<file path="src/rtl/hazard_ctrl.sv">
`default_nettype none
// ============================================================================
// Module   : hazard_ctrl
// Purpose  : Pipeline hazard controller for the 5-phase CPU
//            (FETCH=0, REG=1, EX=2, MEM=3, WB=4). Keeps a 3-slot scoreboard
//            of in-flight writers (EX/MEM/WB) and produces, per cycle, the
//            per-phase stall vector, bubble/flush controls and the operand
//            forwarding selects for Rn/Rm/Rd.
// Ports    :
//   clk, nreset          clock, asynchronous active-low reset
//   rg_*                 decode fields of the instruction in the REG phase
//   ex_redirect          EX instruction writes PC / is a taken branch
//   dbg_freeze           debugger hold of the whole pipe
//   stall_bits           bit i = 1 holds the phase-i registers
//   bubble_ex            inject a NOP into EX on the next edge
//   flush_fd, flush_rg   squash the FETCH / REG instruction
//   fwd_rn/rm/rd_sel     0 regfile, 1 EX alu_out_d, 2 MEM alu_out_q, 3 WB reg_wd
//   stall_cnt, flush_cnt saturating hazard-stall / redirect counters
// Revision : 1.0 - initial release
// ============================================================================
module hazard_ctrl #(
  parameter int REGAW  = 4,
  parameter int PHASES = 5,
  parameter int PC_IDX = 15,
  parameter int CNTW   = 16
) (
  input  logic              clk,
  input  logic              nreset,
  input  logic              rg_valid,
  input  logic [REGAW-1:0]  rg_rn_a,
  input  logic [REGAW-1:0]  rg_rm_a,
  input  logic [REGAW-1:0]  rg_rd_a,
  input  logic              rg_uses_rn,
  input  logic              rg_uses_rm,
  input  logic              rg_uses_rd,
  input  logic              rg_reg_we,
  input  logic              rg_is_load,
  input  logic              rg_sets_flags,
  input  logic              rg_uses_flags,
  input  logic              ex_redirect,
  input  logic              dbg_freeze,
  output logic [PHASES-1:0] stall_bits,
  output logic              bubble_ex,
  output logic              flush_fd,
  output logic              flush_rg,
  output logic [1:0]        fwd_rn_sel,
  output logic [1:0]        fwd_rm_sel,
  output logic [1:0]        fwd_rd_sel,
  output logic [CNTW-1:0]   stall_cnt,
  output logic [CNTW-1:0]   flush_cnt
);

  localparam logic [REGAW-1:0]  c_PC_A      = REGAW'(PC_IDX);
  // A hazard holds only FETCH and REG; EX receives a bubble instead.
  localparam logic [PHASES-1:0] c_STALL_HAZ = {{(PHASES-2){1'b0}}, 2'b11};

  localparam logic [1:0] c_SEL_RF  = 2'd0;
  localparam logic [1:0] c_SEL_EX  = 2'd1;
  localparam logic [1:0] c_SEL_MEM = 2'd2;
  localparam logic [1:0] c_SEL_WB  = 2'd3;

  typedef struct packed {
    logic             valid;
    logic             we;
    logic [REGAW-1:0] wa;
    logic             is_load;
    logic             sets_flags;
  } slot_t;

  localparam slot_t c_SLOT_EMPTY = '0;

  slot_t r_ex, r_mem, r_wb;
  logic [CNTW-1:0] r_stall_cnt;
  logic [CNTW-1:0] r_flush_cnt;

  // ---------------------------------------------------------------------------
  // Source matching and forwarding
  // ---------------------------------------------------------------------------
  function automatic logic f_match(input logic             uses,
                                   input logic [REGAW-1:0] addr,
                                   input slot_t            s);
    return uses && s.valid && s.we && (s.wa == addr) && (addr != c_PC_A);
  endfunction

  logic [REGAW-1:0] w_src_a   [3];
  logic [2:0]       w_src_use;
  logic [1:0]       w_fwd     [3];
  logic             w_load_haz;
  logic             w_flag_haz;
  logic             w_hazard;
  logic             w_m_ex, w_m_mem, w_m_wb;

  always_comb begin
    w_src_a[0] = rg_rn_a;
    w_src_a[1] = rg_rm_a;
    w_src_a[2] = rg_rd_a;
    w_src_use  = {rg_uses_rd, rg_uses_rm, rg_uses_rn} & {3{rg_valid}};
    w_load_haz = 1'b0;
    w_m_ex     = 1'b0;
    w_m_mem    = 1'b0;
    w_m_wb     = 1'b0;
    for (int i = 0; i < 3; i++) begin
      w_m_ex  = f_match(w_src_use[i], w_src_a[i], r_ex);
      w_m_mem = f_match(w_src_use[i], w_src_a[i], r_mem);
      w_m_wb  = f_match(w_src_use[i], w_src_a[i], r_wb);
      // Load data only exists once the load reaches WB, so a load in EX or
      // MEM is skipped for forwarding and turns into a stall instead.
      if (w_m_ex && !r_ex.is_load) begin
        w_fwd[i] = c_SEL_EX;
      end else if (w_m_mem && !r_mem.is_load) begin
        w_fwd[i] = c_SEL_MEM;
      end else if (w_m_wb) begin
        w_fwd[i] = c_SEL_WB;
      end else begin
        w_fwd[i] = c_SEL_RF;
      end
      w_load_haz = w_load_haz | (w_m_ex & r_ex.is_load) | (w_m_mem & r_mem.is_load);
    end
  end

  // CPSR is written at the end of MEM, so a flag reader only waits while the
  // flag setter sits in EX.
  assign w_flag_haz = rg_valid & rg_uses_flags & r_ex.valid & r_ex.sets_flags;
  assign w_hazard   = w_load_haz | w_flag_haz;

  // ---------------------------------------------------------------------------
  // Control outputs. Priority: reset > freeze > redirect > hazard > normal.
  // nreset gates the combinational outputs so a reset also masks any
  // freeze/redirect request arriving while the pipe is held in reset.
  // ---------------------------------------------------------------------------
  always_comb begin
    stall_bits = '0;
    bubble_ex  = 1'b0;
    flush_fd   = 1'b0;
    flush_rg   = 1'b0;
    fwd_rn_sel = c_SEL_RF;
    fwd_rm_sel = c_SEL_RF;
    fwd_rd_sel = c_SEL_RF;
    if (nreset) begin
      fwd_rn_sel = w_fwd[0];
      fwd_rm_sel = w_fwd[1];
      fwd_rd_sel = w_fwd[2];
      if (dbg_freeze) begin
        stall_bits = '1;
      end else if (ex_redirect) begin
        bubble_ex = 1'b1;
        flush_fd  = 1'b1;
        flush_rg  = 1'b1;
      end else if (w_hazard) begin
        stall_bits = c_STALL_HAZ;
        bubble_ex  = 1'b1;
      end
    end
  end

  // ---------------------------------------------------------------------------
  // Scoreboard advance
  // ---------------------------------------------------------------------------
  always_ff @(posedge clk or negedge nreset) begin
    if (!nreset) begin
      r_ex  <= c_SLOT_EMPTY;
      r_mem <= c_SLOT_EMPTY;
      r_wb  <= c_SLOT_EMPTY;
    end else if (!dbg_freeze) begin
      r_wb  <= r_mem;
      r_mem <= r_ex;
      if (rg_valid && !w_hazard && !ex_redirect) begin
        r_ex.valid      <= 1'b1;
        r_ex.we         <= rg_reg_we;
        r_ex.wa         <= rg_rd_a;
        r_ex.is_load    <= rg_is_load;
        r_ex.sets_flags <= rg_sets_flags;
      end else begin
        r_ex <= c_SLOT_EMPTY;
      end
    end
  end

  // ---------------------------------------------------------------------------
  // Saturating performance counters
  // ---------------------------------------------------------------------------
  always_ff @(posedge clk or negedge nreset) begin
    if (!nreset) begin
      r_stall_cnt <= '0;
      r_flush_cnt <= '0;
    end else if (!dbg_freeze) begin
      if (ex_redirect) begin
        if (r_flush_cnt != '1) begin
          r_flush_cnt <= r_flush_cnt + 1'b1;
        end
      end else if (w_hazard) begin
        if (r_stall_cnt != '1) begin
          r_stall_cnt <= r_stall_cnt + 1'b1;
        end
      end
    end
  end

  assign stall_cnt = r_stall_cnt;
  assign flush_cnt = r_flush_cnt;

endmodule
`default_nettype wire

</file>
<file path="config.mk">
export PLATFORM = sky130hd
export DESIGN_NAME = hazard_ctrl
export DESIGN_NICKNAME = d
export VERILOG_FILES = /design/src/rtl/hazard_ctrl.sv
export SDC_FILE = /design/constraint.sdc
export NUM_CORES = 1
export LEC_CHECK = 0
export CORE_UTILIZATION = 40
export CTS_CLUSTER_DIAMETER = 50
export DETAILED_ROUTE_END_ITERATION = 8
export GPL_TIMING_DRIVEN = 0
export PLACE_DENSITY = 0.79
export SETUP_SLACK_MARGIN = 0.4
export SYNTH_ARGS = -nofsm -noshare
export SYNTH_HDL_FRONTEND = slang
export SYNTH_SLANG_ARGS = --single-unit
</file>
<file path="constraint.sdc">
create_clock -name clk -period 2 [get_ports clk]
set_input_delay 0.2 -clock clk [delete_from_list [all_inputs] [get_ports clk]]
set_output_delay 0.2 -clock clk [all_outputs]
set_load 0.1 [all_outputs]
</file>
==> summary.md <==
| Metric | Value |
|---|---|
| Clock slew at reported path FFs | 0.10 ns |
| CTS tree | yes |
| Post-synthesis to final-layout area growth | 66.2% |
| DR vias/cell | 5.69 |
| Post-route ant nets | 0 |
| Seq/Total Area, Yosys | 0.404 |
| Leakage power | 2.24 nW |
| Setup WS post-layout | -0.594 ns |
| Fillers | 540 |
| Yosys top cell by area | dfrtp_1 |
| Synth warn | 0 |
| Synth area leaders | dfrtp_1 40%, xnor2_1 8.8%, xor2_1 8.8% |
| WL/cell | 19.7 µm |
| FFs w/ async S/R, synth | 1.00 |
| Drc violations | 0 |
| CTS Buffer Depth | 2 |
| CTS Root Cell | clkbuf_8 |
| Clock Skew | 0.00815 ns |
| CTS buffer count | 5 |
| Comb power frac | 0.402 |
| WHS Endpoint | r_ex[3] |
| Seq. cell area | 0.00141 mm² |
| Detailed placer's ending HPWL | 6.15 mm |
| RR Endpoint | stall_cnt[2] |
| Utilization after layout | 0.695 |
| Site Rows | 32 |
| Reg power frac | 0.414 |
| Worst-Skew Late Latency | 0.31 ns |
| EDFF count, synth | 0 |
| Worst vdd ir | 1.12 mV |
| Final min period | 2.59 ns |
| Violated checks | negative setup slack |
| Slew HR | 0.445 |
| R2R Path Start | r_mem[4] |
| Top-area cell type share of the netlist area | 0.404 |
| Min-Delay Path Depth | 3 |
| Post-Synthesis Cells | 313 |
| CP arrival | 2.39 ns |
| Initial antenna violation count | 0 |
| Synth Cell Area | 0.00328 mm² |
| Worst min-delay path class | in2reg |
| Most frequent cells in the layout | 33 x buf_4, 30 x xor2_1, 30 x dfrtp_2 |
| Setup violations, final | 36 |
| Most used DFF post-synth | dfrtp_1 |
| Synthesized Nets | 339 |
| Initial DRC count | 222 |
| Multi-input logic area | 0.00245 mm² |
| Die Y | 92.6 µm |
| Port Buffers | 67 |
| Critical path launch point type | flip-flop |
| HP Start | rg_valid |
| Die X | 92.6 µm |
| Largest net degree at the start of global routing | 32 |
| WS Path Type | reg2out |
| Worst Setup End Kind | output pin |
| PwrDens | 592 mW/mm² |
| Switching Share | 0.416 |
| Int Power | 0.00189 W |
| NetSw | 0.00134 W |
| Pre-CTS setup slack | -1.66 ns |
| Total GRT Usage | 0.230 |
| R2R Setup Slk | -0.36 ns |
| Max_cap viols | 0 |
| DR vias | 3079 |
| Share of layout cells above drive strength 1 | 0.606 |
| Critical path fanouts, max | 5 |
| H-Tree Depth | 2 |
| Tcrit/Tclk final | 1.30 |
| R2R depth | 9 |
| Final net count | 464 |
| Most common cell after layout, fill and taps aside | buf_4 |
| Antenna Cells | 0 |
| Worst Path Required | 1.80 ns |
| Status | finished with violations |
| Clock Power Share | 0.185 |
| Initial Utilization | 0.419 |
| Core area | 0.00785 mm² |
| Final Hold Vio Count | 0 |
| RSZ-0062 raised after global routing | yes |
| Pin slew with the least headroom to its limit | 0.826 ns |
| Congestion Overflow GR | 0 |
| Mean Syn Cell Area | 10.5 µm² |
| Fin Hold WS | 0.301 ns |
| Number of global-route vias before repair | 3130 |
| Wirelength, routed | 10.6 mm |
| Unique masters post-synth | 52 |
| Gpl congestion | 0.882 |
| First-pass GRT wire length | 15.5 mm |
| Synth Register Bits | 53 |
| Die ar. | 0.00858 mm² |
| Boundary pin count | 70 |
| FMAX | 385 MHz |
| TritonRoute pass-1 iters | 5 |
| Pins Over Slew Limit | 0 |
| Clock Sinks | 53 |
[cell usage after synthesis, types with 2 or more instances]
cell and count:
and4_1 3, xor2_1 33, nand4_1 19, nor3_1 3, clkbuf_1 3, or2b_1 5, ha_1 2, buf_6 5
a211oi_1 6, a21oi_1 7, o21ai_2 8, and4b_1 2, o31ai_1 2, a311oi_1 3, and4_4 2, nand3_1 13
and3_1 6, nor2_1 13, and2_1 4, mux2_2 14, inv_1 7, a221oi_1 2, nand2b_1 5, buf_4 4
nor4_1 4, dfrtp_1 53, xnor2_1 33, o21ai_0 2, nand2_1 27
[registers in the layout, summed over array words and instances, names as in the netlist]
signal and count:
r_wb 6, r_ex 8, stall_cnt 16, flush_cnt 16, r_mem 7
[power groups by stage]
stage / Sequential, W / Combinational [W] / Clock, W
after floorplan: 0.00175 / 0.000367 / 0
after detailed placement: 0.00135 / 0.00108 / 0
after global placement: 0.00135 / 0.00106 / 0
after CTS: 0.00131 / 0.00123 / 0.000594
final: 0.00134 / 0.00130 / 0.000596
after global routing: 0.00134 / 0.00136 / 0.000643
[cells by family (layout without fill, tap and decap cells)]
kind of cell | after synthesis | after routing | synth area share
compound gates | 44 | 44 | 0.121
xor+xnor | 66 | 66 | 0.176
fa+ha+maj | 2 | 2 | 0.00762
buf+inv | 21 | 147 | 0.0404
flops | 53 | 53 | 0.404
mux | 14 | 14 | 0.0480
simple gates | 113 | 113 | 0.203
[worst max-delay path, stage by stage, from the launching register on]
cell     delay, ns
dfrtp_2       0.47
xnor2_1       0.27
nand3_2       0.13
nor4_4        0.39
o31ai_4       0.13
buf_6         0.15
a21oi_2       0.12
o21a_4        0.17
buf_12        0.10
buf_12        0.16
[stage by stage]
stage / setup TNS, ns / total power [W] / cells / cell area, µm²
global placement: -118.10 / 0.00241 / 482 / 4380
detailed placement: -28.01 / 0.00244 / 483 / 4390
floorplan: -3.78 / 0.00212 / 313 / 3580
global route: -11.25 / 0.00334 / 541 / 5460
finish: -8.62 / 0.00323 / 541 / 5460
CTS: -4.61 / 0.00313 / 529 / 5170
[what timing repair did]
action / in CTS / in global routing
hold buffers: 2 / 1
resized for setup: 303 / 43
hold endpoints to repair: 27 / 53
buffers inserted: 35 / 11
setup endpoints to repair: 82 / 58
pin swaps: 53 / 33
gates cloned: 1 / 1
[worst max path at each step]
stage | start | endpoint | depth (start not counted) | slack (ns)
2_1_floorplan | r_ex[5] | bubble_ex | 7 | -0.53
3_3_place_gp | nreset | bubble_ex | 4 | -3.45
3_5_place_dp | rg_rd_a[3] | stall_bits[1] | 10 | -1.66
4_1_cts | r_mem[5] | stall_bits[1] | 9 | -0.58
5_1_grt | r_mem[4] | stall_bits[1] | 9 | -0.65
6_report | r_mem[4] | stall_bits[1] | 9 | -0.59
[cell type report]
cell class	count	share of cell area
plain buffers	14	0.0280
clock buffers	8	0.0147
inverters	7	0.00550
multi-input cells	239	0.449
flip-flops and latches	53	0.257
well taps	102	0.0234
repair buffers	118	0.222
[layer usage]
metal / wire length, µm / up-vias / track usage
li1: - / 1379 / -
met1: 4280 / 1531 / 0.288
met2: 5450 / 137 / 0.403
met3: 577 / 32 / 0.0378
met4: 327 / 0 / 0.0718
met5: 0 / - / 0
(Power assumes the default switching activity.)
